$ cat src/rtl/spi_reg_burst.sv
// SPI mode-0 slave to register bridge with burst auto-increment and multi-byte words.
// Optional: define SPI_REG_BURST_STATUS_EN to shift the status byte out on MISO during the command byte.
module spi_reg_burst #(
  parameter int ADDR_W      = 4,
  parameter int DATA_W      = 8,
  parameter int SYNC_STAGES = 2
) (
  input  logic              clk,
  input  logic              rst_n,
  input  logic              ena,
  input  logic              spi_cs_n,
  input  logic              spi_clk,
  input  logic              spi_mosi,
  output logic              spi_miso,
  output logic [ADDR_W-1:0] reg_addr,
  input  logic [DATA_W-1:0] reg_data_i,
  output logic [DATA_W-1:0] reg_data_o,
  output logic              reg_data_o_dv,
  output logic              reg_rd,
  input  logic [7:0]        status,
  output logic              frame_active
);

  localparam int CNT_W = $clog2(DATA_W);

  typedef enum logic [1:0] {
    ST_IDLE,
    ST_CMD,
    ST_DATA,
    ST_WAIT_CS
  } state_t;

  state_t state_q, state_d;

  logic [SYNC_STAGES-1:0] cs_sync, sck_sync, mosi_sync;
  logic                   cs_s, sck_s, mosi_s;
  logic                   cs_p1, sck_p1;
  logic                   cs_fall, cs_rise, sck_rise, sck_fall;
  logic [2:0]             fill_cnt;
  logic                   sync_ok;

  logic [CNT_W-1:0]  bit_cnt;
  logic [DATA_W-2:0] rx_sr;
  logic [DATA_W-1:0] shift_in;
  logic [DATA_W-1:0] tx_sr;
  logic              rw_q, burst_q;
  logic              miso_q;
  logic              wr_vld_p0, rd_vld_p0;
  logic              start_frame, cmd_done, word_done, abort, rise_ok;
  logic              status_bit_start, status_bit_next;

  // Stage p0: synchronisers and edge detection on the raw SPI pins
  always_ff @(posedge clk or negedge rst_n) begin
    if (!rst_n) begin
      cs_sync   <= '1;
      sck_sync  <= '0;
      mosi_sync <= '0;
      cs_p1     <= 1'b1;
      sck_p1    <= 1'b0;
      fill_cnt  <= '0;
    end else begin
      cs_sync   <= {cs_sync[SYNC_STAGES-2:0], spi_cs_n};
      sck_sync  <= {sck_sync[SYNC_STAGES-2:0], spi_clk};
      mosi_sync <= {mosi_sync[SYNC_STAGES-2:0], spi_mosi};
      cs_p1     <= cs_s;
      sck_p1    <= sck_s;
      if (!sync_ok) fill_cnt <= fill_cnt + 3'd1;
    end
  end

  assign cs_s     = cs_sync[SYNC_STAGES-1];
  assign sck_s    = sck_sync[SYNC_STAGES-1];
  assign mosi_s   = mosi_sync[SYNC_STAGES-1];
  // Edges are trusted only once the chain holds real pin values, so a cs held low through reset is not seen as a fall
  assign sync_ok  = (fill_cnt == 3'(SYNC_STAGES + 1));
  assign cs_fall  = cs_p1 & ~cs_s;
  assign cs_rise  = ~cs_p1 & cs_s;
  assign sck_rise = ~sck_p1 & sck_s;
  assign sck_fall = sck_p1 & ~sck_s;

  assign shift_in     = {rx_sr, mosi_s};
  assign frame_active = (state_q == ST_CMD) || (state_q == ST_DATA);
  assign rise_ok      = frame_active && sck_rise && !abort;
  assign spi_miso     = miso_q & ena;

  always_ff @(posedge clk or negedge rst_n) begin
    if (!rst_n) state_q <= ST_IDLE;
    else        state_q <= state_d;
  end

  always_comb begin
    state_d     = state_q;
    start_frame = 1'b0;
    cmd_done    = 1'b0;
    word_done   = 1'b0;
    abort       = 1'b0;
    case (state_q)
      ST_IDLE: begin
        if (sync_ok) begin
          if (cs_fall && ena) begin
            start_frame = 1'b1;
            state_d     = ST_CMD;
          end else if (!cs_s) begin
            state_d = ST_WAIT_CS;
          end
        end
      end
      ST_CMD: begin
        if (cs_rise || !ena) begin
          abort   = 1'b1;
          state_d = ST_IDLE;
        end else if (sck_rise && bit_cnt == CNT_W'(7)) begin
          cmd_done = 1'b1;
          state_d  = ST_DATA;
        end
      end
      ST_DATA: begin
        if (cs_rise || !ena) begin
          abort   = 1'b1;
          state_d = ST_IDLE;
        end else if (sck_rise && bit_cnt == CNT_W'(DATA_W - 1)) begin
          word_done = 1'b1;
        end
      end
      ST_WAIT_CS: begin
        if (cs_s) state_d = ST_IDLE;
      end
      default: state_d = ST_IDLE;
    endcase
  end

  // Stage p1: frame decode, word assembly and register access strobes
  always_ff @(posedge clk or negedge rst_n) begin
    if (!rst_n) begin
      bit_cnt       <= '0;
      rx_sr         <= '0;
      rw_q          <= 1'b0;
      burst_q       <= 1'b0;
      reg_addr      <= '0;
      reg_data_o    <= '0;
      wr_vld_p0     <= 1'b0;
      reg_data_o_dv <= 1'b0;
      rd_vld_p0     <= 1'b0;
      reg_rd        <= 1'b0;
    end else begin
      wr_vld_p0     <= word_done & rw_q;
      reg_data_o_dv <= wr_vld_p0;
      rd_vld_p0     <= (cmd_done & ~shift_in[7]) | (word_done & ~rw_q);
      reg_rd        <= rd_vld_p0;

      if (start_frame || cmd_done || word_done) bit_cnt <= '0;
      else if (rise_ok)                         bit_cnt <= bit_cnt + CNT_W'(1);

      if (rise_ok) rx_sr <= shift_in[DATA_W-2:0];

      if (cmd_done) begin
        rw_q     <= shift_in[7];
        burst_q  <= shift_in[6];
        reg_addr <= shift_in[ADDR_W-1:0];
      end else if (burst_q && ((word_done && !rw_q) || (reg_data_o_dv && rw_q))) begin
        reg_addr <= reg_addr + ADDR_W'(1);
      end

      if (word_done && rw_q) reg_data_o <= shift_in;
    end
  end

  // Stage p2: read shift register and MISO driver
  always_ff @(posedge clk or negedge rst_n) begin
    if (!rst_n) begin
      tx_sr  <= '0;
      miso_q <= 1'b0;
    end else begin
      if (reg_rd)
        tx_sr <= reg_data_i;
      else if (state_q == ST_DATA && !rw_q && sck_fall && !abort)
        tx_sr <= {tx_sr[DATA_W-2:0], 1'b0};

      if (start_frame)
        miso_q <= status_bit_start;
      else if (state_q == ST_CMD && !abort && sck_fall)
        miso_q <= status_bit_next;
      else if (state_q == ST_DATA && !abort && !rw_q && sck_fall)
        miso_q <= tx_sr[DATA_W-1];
      else if (!frame_active || abort || (state_q == ST_DATA && rw_q))
        miso_q <= 1'b0;
    end
  end

`ifdef SPI_REG_BURST_STATUS_EN
  logic [7:0] st_sr;

  always_ff @(posedge clk or negedge rst_n) begin
    if (!rst_n)
      st_sr <= '0;
    else if (start_frame)
      st_sr <= {status[6:0], 1'b0};
    else if (state_q == ST_CMD && sck_fall)
      st_sr <= {st_sr[6:0], 1'b0};
  end

  assign status_bit_start = status[7];
  assign status_bit_next  = st_sr[7];
`else
  logic status_unused;
  assign status_unused    = ^status;
  assign status_bit_start = 1'b0;
  assign status_bit_next  = 1'b0;
`endif

endmodule
$ cat config.mk
export PLATFORM = sky130hd
export DESIGN_NAME = spi_reg_burst
export DESIGN_NICKNAME = d
export VERILOG_FILES = /design/src/rtl/spi_reg_burst.sv
export SDC_FILE = /design/constraint.sdc
export NUM_CORES = 1
export LEC_CHECK = 0
export CORE_MARGIN = 2
export CORE_UTILIZATION = 55
export CTS_BUF_LIST = sky130_fd_sc_hd__clkbuf_16
export DETAILED_ROUTE_END_ITERATION = 8
export DONT_BUFFER_PORTS = 1
export GPL_TIMING_DRIVEN = 0
export HOLD_SLACK_MARGIN = 0.1
export PLACE_DENSITY = 0.78
export SKIP_LAST_GASP = 1
export SLEW_MARGIN = 20
export SYNTH_ARGS = -nofsm -noshare
export SYNTH_HDL_FRONTEND = slang
export SYNTH_SLANG_ARGS = --single-unit
$ cat constraint.sdc
create_clock -name clk -period 3.8 [get_ports clk]
set_input_delay 0.57 -clock clk [delete_from_list [all_inputs] [get_ports clk]]
set_output_delay 0.57 -clock clk [all_outputs]
set_load 0.1 [all_outputs]
==> flow_summary.rst, run 1 <==
.. list-table::
   :header-rows: 1

   * - Metric
     - Value
   * - Result of the run
     - finished, final reports clean
   * - Number of buffers inserted by post-CTS setup repair
     - 0
   * - Clock root buffer master
     - clkbuf_16
   * - Standby leakage power
     - 1.24 nW
   * - Total power of the final layout
     - 1.45 mW
   * - Cell taking the most area after synthesis
     - dfrtp_1
   * - Maximum operating frequency
     - 406 MHz
   * - Portion of the clock cycle consumed by the worst path in the final layout
     - 64.8%
   * - Avg Synthesized Cell Area
     - 12.6 µm²
   * - Yosys warning count
     - 0
   * - Number of flops mapped to enable cells by yosys
     - 0
   * - DRC violation count after routing
     - 0
   * - Worst Path Arrival
     - 2590 ps
   * - Number of endpoints failing setup at the final stage
     - 0
   * - Detail-routed net length per standard cell
     - 17.1 µm
   * - Number of cells upsized or downsized after cts
     - 0
   * - Primary FF master, synth
     - dfrtp_1
   * - Total routed wirelength
     - 3.94 mm
   * - Type of the worst setup path
     - reg -> reg
   * - Synth-to-Final Area Change
     - 11.7%
   * - Top post-synthesis cells by count
     - dfrtp_1 (47), mux2_2 (20), nand2_1 (14)
   * - Boundary Pins
     - 38
   * - Starting density of the core
     - 58.4%
   * - Core Util, Final
     - 65.2%
   * - Total via count in the routed design
     - 1,316
   * - Maximum number of buffers from clock root to sink
     - 2
   * - Post-synthesis instance area
     - 2180 µm²
   * - Largest net degree at the start of global routing
     - 48
   * - Distinct cell type count of the synthesized netlist
     - 35
   * - DIE HEIGHT
     - 67.0 µm
   * - Net count after synthesis
     - 206
   * - Core area
     - 3740 µm²
   * - HPWL after detailed placement
     - 2.69 mm
   * - Clock period minus final worst setup slack
     - 2460 ps
   * - Num CTS Buffers
     - 5
   * - Main area contributors after synthesis
     - dfrtp_1 (54%), mux2_2 (10%), ha_1 (5.7%), mux2i_1 (4.6%), dfstp_2 (3.6%)
   * - Crit start category
     - flip-flop
   * - Power per unit of standard cell area
     - 596 nW/µm²
   * - Overflow after GRT
     - 0
   * - Worst slew pin tran
     - 1040 ps
   * - Area fraction of the dominant cell type after synthesis
     - 53.8%
   * - Number of pins with negative max-slew slack in the final report
     - 0
   * - Critical Path End Type
     - flip-flop
   * - Setup crit start
     - state_q[0]$_DFFE_PN0P_
   * - Post-synthesis cell count
     - 174
   * - Initial antenna violation count
     - 0
   * - Largest vdd supply drop
     - 0.000521 V
   * - Setup tns final
     - 0 ps
   * - Number of antenna cells inserted
     - 0
   * - CTS sink count
     - 50
   * - Max transition margin
     - 30.5%
   * - Most frequent cell after synthesis
     - dfrtp_1
   * - Max FO, Critical Path
     - 9
   * - TritonCTS clock tree
     - yes
   * - Global-route usage over all layers
     - 20.5%
   * - Total die area
     - 4490 µm²
   * - Drt initial violations
     - 62
   * - Count of final hold-check violations
     - 0
   * - TritonRoute pass-1 iters
     - 4
   * - Number of global-route vias before repair
     - 1,415
   * - Hold Crit Class
     - in -> async
   * - CTS HTree Levels
     - 2
   * - Final Wtd Congestion
     - 0.807
   * - Clock Pin Slew Worst Setup and Hold Paths
     - 60 ps
   * - Quantity of hold-fixing buffers added after cts
     - 1
   * - Clock insertion delay at the later pin of the skew report
     - 290 ps
   * - Number of violations of the max-capacitance limit
     - 0
   * - Synth Register Bits
     - 50
   * - Critical path data required time
     - 3920 ps
   * - Origin of the critical flop-to-flop path
     - state_q[0]$_DFFE_PN0P_
   * - Vias per cell
     - 5.70
   * - Number of nets with antenna violations after routing
     - 0
   * - Share of synthesized area occupied by flip-flops and latches
     - 57.4%
   * - RSZ-0062 raised after global routing
     - false
   * - Clock skew after layout
     - 3.22 ps
   * - Layout cell share with drive strength beyond 1
     - 23.0%
   * - Die extent in x
     - 67.0 µm
   * - Share of async-settable or async-resettable flops after synthesis
     - 100%
   * - Global-route wire length before repair
     - 6.54 mm
   * - Count of port buffers added during placement
     - 0
   * - Cell Rows
     - 22
   * - Nets@finish
     - 214
-- final cells by class --
class	instances	area (µm²)
Clock buffer	5	125
Sequential cell	50	1250
Multi-Input combinational cell	112	873
Timing Repair Buffer	1	27.5
Tap cell	48	60.1
Buffer	5	30.0
Inverter	7	26.3
Clock inverter	3	43.8
Fill cell	295	1300
-- worst paths after layout --
path	endpoint	slack, ps	cells past startpoint
worst max-delay path	tx_sr[1]$_DFFE_PN0P_	1340	6
worst min-delay path	fill_cnt[2]$_DFFE_PN0P_	120	1
worst max register to register	tx_sr[1]$_DFFE_PN0P_	1340	6
worst min register to register	reg_rd$_DFF_PN0_	350	0
max in group asynchronous	sck_sync[1]$_DFF_PN0_	3470	1
min in group clk	cs_sync[0]$_DFF_PN1_	280	0
-- state kept, by name (all words and copies together) (netlist names), 2 cells and up --
register    count
reg_data_o      8
tx_sr           8
rx_sr           7
reg_addr        4
bit_cnt         3
fill_cnt        3
cs_sync         2
mosi_sync       2
sck_sync        2
state_q         2
-- logic make-up (layout without fill, tap and decap cells) --
group           after synthesis  after routing  synth area share (%)
compound gates               23             23                  6.47
xor+xnor                      5              5                  2.00
fa+ha+maj                    10             10                  5.73
buf+inv                      12             21                  2.58
flops                        50             50                  57.4
mux                          30             30                  14.9
simple gates                 44             44                  10.9
-- stage by stage --
| stage | setup WS [ps] | std cells | instance area [µm²] | hold WS, ps |
|---|---|---|---|---|
| 6_report | 1340 | 231 | 2440 | 120 |
| 5_1_grt | 1230 | 231 | 2440 | 105 |
| 4_1_cts | 1320 | 231 | 2440 | 112 |
| 3_5_place_dp | 1370 | 222 | 2240 | 276 |
| 3_3_place_gp | 1490 | 222 | 2240 | 276 |
| 2_1_floorplan | 1620 | 174 | 2180 | 274 |
-- metal layers --
metal	vias up	global-route usage, %	wire, µm
li1	615	-	-
met2	37	34.3	2040
met3	12	6.93	245
met5	-	0	0
met4	0	11.0	122
met1	652	23.0	1540
-- power breakdown --
group,internal [mW],leakage (nW),switching [mW],total (mW)
clock network,0.311,0.0842,0.186,0.498
logic,0.115,0.496,0.212,0.327
registers,0.584,0.657,0.0452,0.629
total,1.01,1.24,0.444,1.45
-- cell usage in the layout (no fill, tap or decap), types with 2 or more instances in the layout --
cell type,synthesis,layout
xnor2_1,3,3
and3_1,2,2
nor2_1,12,12
nand4_1,2,2
buf_2,3,3
nand2_1,14,14
mux2_2,20,20
mux2i_1,10,10
dfstp_2,3,3
inv_1,7,7
ha_1,10,10
clkbuf_16,0,5
and2_1,3,3
a21oi_1,6,6
dfrtp_1,47,47
xor2_1,2,2
o21ai_0,11,11
-- critical path: stages (launching register included) --
cell	delay (ps)
dfrtp_1	390
inv_1	100
ha_1	970
a211o_1	240
buf_2	260
mux2i_1	230
o21ai_0	100
No activity file was read; power rests on OpenSTA's default activity.
==> run 2, diff against run 1 <==
PLACE_DENSITY = 0.81   (was 0.78)
clock period = 2.26 ns   (was 3.8 ns; I/O delays follow)
==> flow_summary.rst, run 2 (synthesis gave the netlist of run 1 again) <==
.. list-table::
   :header-rows: 1

   * - Metric
     - Value
   * - CTS sink count
     - 50 (unchanged)
   * - Number of buffers inserted by post-CTS setup repair
     - 0 (unchanged)
   * - Global-route usage over all layers
     - 20.6% (+0.028 points)
   * - Largest stage delay on the critical path
     - 400 ps (-570 ps)
   * - Critical Path End Type
     - flip-flop
   * - Initial antenna violation count
     - 0 (unchanged)
   * - Worst slew pin tran
     - 1040 ps (-7.03 ps)
   * - Total die area
     - 4490 µm² (unchanged)
   * - Clock root buffer master
     - clkbuf_16
   * - Final Wtd Congestion
     - 0.844 (+4.7%)
   * - Result of the run
     - finished, final reports clean
   * - Core Util, Final
     - 67.3% (+2.1 points)
   * - Num CTS Buffers
     - 5 (unchanged)
   * - Ordered list of cells on the worst path
     - ha_1 > ha_1 > and3b_1 > buf_2 > a41oi_1 > nand2b_2 > mux2i_1 > a21oi_1
   * - Critical path data required time
     - 2430 ps (-1490 ps)
   * - Number of antenna cells inserted
     - 0 (unchanged)
   * - Number of filler instances in the final layout
     - 271 (-8.1%)
   * - Hold Crit Class
     - in -> reg
   * - CTS HTree Levels
     - 2 (unchanged)
   * - Nets@finish
     - 218 (+1.9%)
   * - DIE HEIGHT
     - 67.0 µm (unchanged)
   * - Number of pins with negative max-slew slack in the final report
     - 0 (unchanged)
   * - Total routed wirelength
     - 3.89 mm (-1.4%)
   * - Standby leakage power
     - 1.26 nW (+2.2%)
   * - Max transition margin
     - 31.0% (+0.47 points)
   * - Cell Rows
     - 22 (unchanged)
   * - Largest registers
     - reg_data_o x8, tx_sr x8, rx_sr x7
   * - Clock Pin Slew Worst Setup and Hold Paths
     - 70 ps (about the same)
   * - Core area
     - 3740 µm² (unchanged)
   * - Overflow after GRT
     - 0 (unchanged)
   * - Global-route wire length before repair
     - 6.58 mm (+0.63%)
   * - CP max stage cell
     - dfrtp_1
   * - Die extent in x
     - 67.0 µm (unchanged)
   * - Number of global-route vias before repair
     - 1,430 (+1.1%)
   * - Worst Path Arrival
     - 2240 ps (-350 ps)
   * - Commonest non-fill, non-tap cell in the layout
     - dfrtp_1
   * - Synth-to-Final Area Change
     - 15.3%
   * - Met3 global-route usage
     - 6.76% (-0.17 points)
   * - HPWL after detailed placement
     - 2.74 mm (+1.9%)
   * - Clock insertion delay at the later pin of the skew report
     - 290 ps (about the same)
   * - Commonest cells after routing, fill and taps aside
     - dfrtp_1 (47), mux2_2 (20), nand2_1 (14), nor2_1 (12), o21ai_0 (11)
   * - Portion of the clock cycle consumed by the worst path in the final layout
     - 91.5% (+27 points)
   * - Maximum number of buffers from clock root to sink
     - 2 (unchanged)
   * - Count of final hold-check violations
     - 0 (unchanged)
   * - Total via count in the routed design
     - 1,331 (+1.1%)
   * - Clock period minus final worst setup slack
     - 2070 ps (-396 ps)
   * - Starting density of the core
     - 58.4% (unchanged)
   * - TritonCTS clock tree
     - yes
   * - Setup slack after placement
     - -182 ps (-1550 ps)
   * - DRC violation count after routing
     - 0 (unchanged)
   * - Most frequent cell on the critical path
     - ha_1
   * - Area occupied by registers
     - 1250 µm² (unchanged)
   * - Maximum operating frequency
     - 484 MHz (+19%)
   * - Largest vdd supply drop
     - 0.000662 V (+27%)
   * - Cell family contributing the most delay on the critical path
     - compound AO/OA/AOI/OAI gates
   * - Number of buffers and inverters on the critical path
     - 1 (-1)
   * - Met2 track demand over resource
     - 35.6% (+1.4 points)
   * - Power per unit of standard cell area
     - 1040 nW/µm² (+74%)
   * - Crit start category
     - flip-flop
   * - Count of port buffers added during placement
     - 0 (unchanged)
   * - GRT Max-Usage Layer
     - met2
   * - Detail-routed net length per standard cell
     - 16.5 µm (-3.1%)
   * - Clock skew after layout
     - 4.57 ps (+1.35 ps)
   * - Vias per cell
     - 5.66 (-0.58%)
   * - Setup tns final
     - 0 ps (unchanged)
   * - Drt initial violations
     - 54 (-13%)
   * - Number of endpoints failing setup at the final stage
     - 0 (unchanged)
   * - Layout cell share with drive strength beyond 1
     - 23.0% (+0.044 points)
   * - TritonRoute pass-1 iters
     - 4 (unchanged)
   * - Number of nets with antenna violations after routing
     - 0 (unchanged)
   * - Type of the worst setup path
     - reg -> reg
   * - Number of violations of the max-capacitance limit
     - 0 (unchanged)
   * - Max FO, Critical Path
     - 6 (-3)
   * - GRT met1 Usage
     - 22.8% (-0.27 points)
   * - Largest net degree at the start of global routing
     - 51 (+6.3%)
   * - Setup ws final
     - 192 ps (-1140 ps)
   * - Post-route design area
     - 2520 µm² (+3.2%)
   * - Boundary Pins
     - 38 (unchanged)
   * - RSZ-0062 raised after global routing
     - false
   * - Instance area at placement
     - 2240 µm² (unchanged)
   * - Multi-input gate area
     - 886 µm² (+1.4%)
run 2: per-layer routing:
metal | share of wire (%) | vias up
li1 | - | 626
met1 | 39 | 664
met2 | 53 | 35
met3 | 6.0 | 6
met4 | 1.9 | 0
met5 | 0 | -
run 2: timing repair:
| action | CTS | global route |
|---|---|---|
| setup endpoints to repair | 19 | 5 |
| hold buffers | 5 | 0 |
| resized for setup | 1 | 1 |
| endpoints found under the hold margin | 53 | 0 |
| cloned | 0 | 0 |
| pin swaps | 0 | 0 |
run 2: report_power, final:
group	total [mW]	leakage [nW]	internal, mW	switching (mW)
combinational	0.603	0.513	0.237	0.367
sequential	1.06	0.657	0.982	0.0777
clock	0.952	0.0940	0.635	0.317
total	2.61	1.26	1.85	0.761
run 2: path summary, 6_finish.rpt:
path                                        start  slack (ps)                      end  cells after the start
hold reg to reg               rd_vld_p0$_DFF_PN0_         350         reg_rd$_DFF_PN0_                      0
max in group asynchronous                   rst_n        1440          cs_p1$_DFF_PN1_                      2
hold / removal                      reg_data_i[2]         180     tx_sr[2]$_DFFE_PN0P_                      2
min in group asynchronous                   rst_n         560         sck_p1$_DFF_PN0_                      2
setup reg to reg           bit_cnt[0]$_DFFE_PN0P_         190  reg_addr[1]$_DFFE_PN0P_                      8
setup / recovery           bit_cnt[0]$_DFFE_PN0P_         190  reg_addr[1]$_DFFE_PN0P_                      8
run 2: metrics by stage:
step	power, mW	std cells	hold WS [ps]
floorplan	1.50	174	43.4
global placement	1.56	222	44.7
detailed placement	1.59	222	44.4
CTS	2.59	235	183
global route	2.74	235	187
finish	2.61	235	179
run 2: layout make-up:
cell class | instances | area share [%]
inverters | 7 | 1.04
clock buffers | 5 | 4.97
flip-flops and latches | 50 | 49.8
repair buffers | 5 | 2.68
multi-input cells | 112 | 35.2
clock inverters | 3 | 2.73
plain buffers | 5 | 1.19
well taps | 48 | 2.38
run 2: worst register-to-register path: cells and delay by family (launching register included):
kind / cells / cell delay, ps
AOI/OAI and AO/OA: 2 / 440
adders and majority gates: 2 / 380
buffers and inverters: 1 / 170
DFF: 1 / 400
muxes: 1 / 180
and+or+nand+nor: 2 / 400
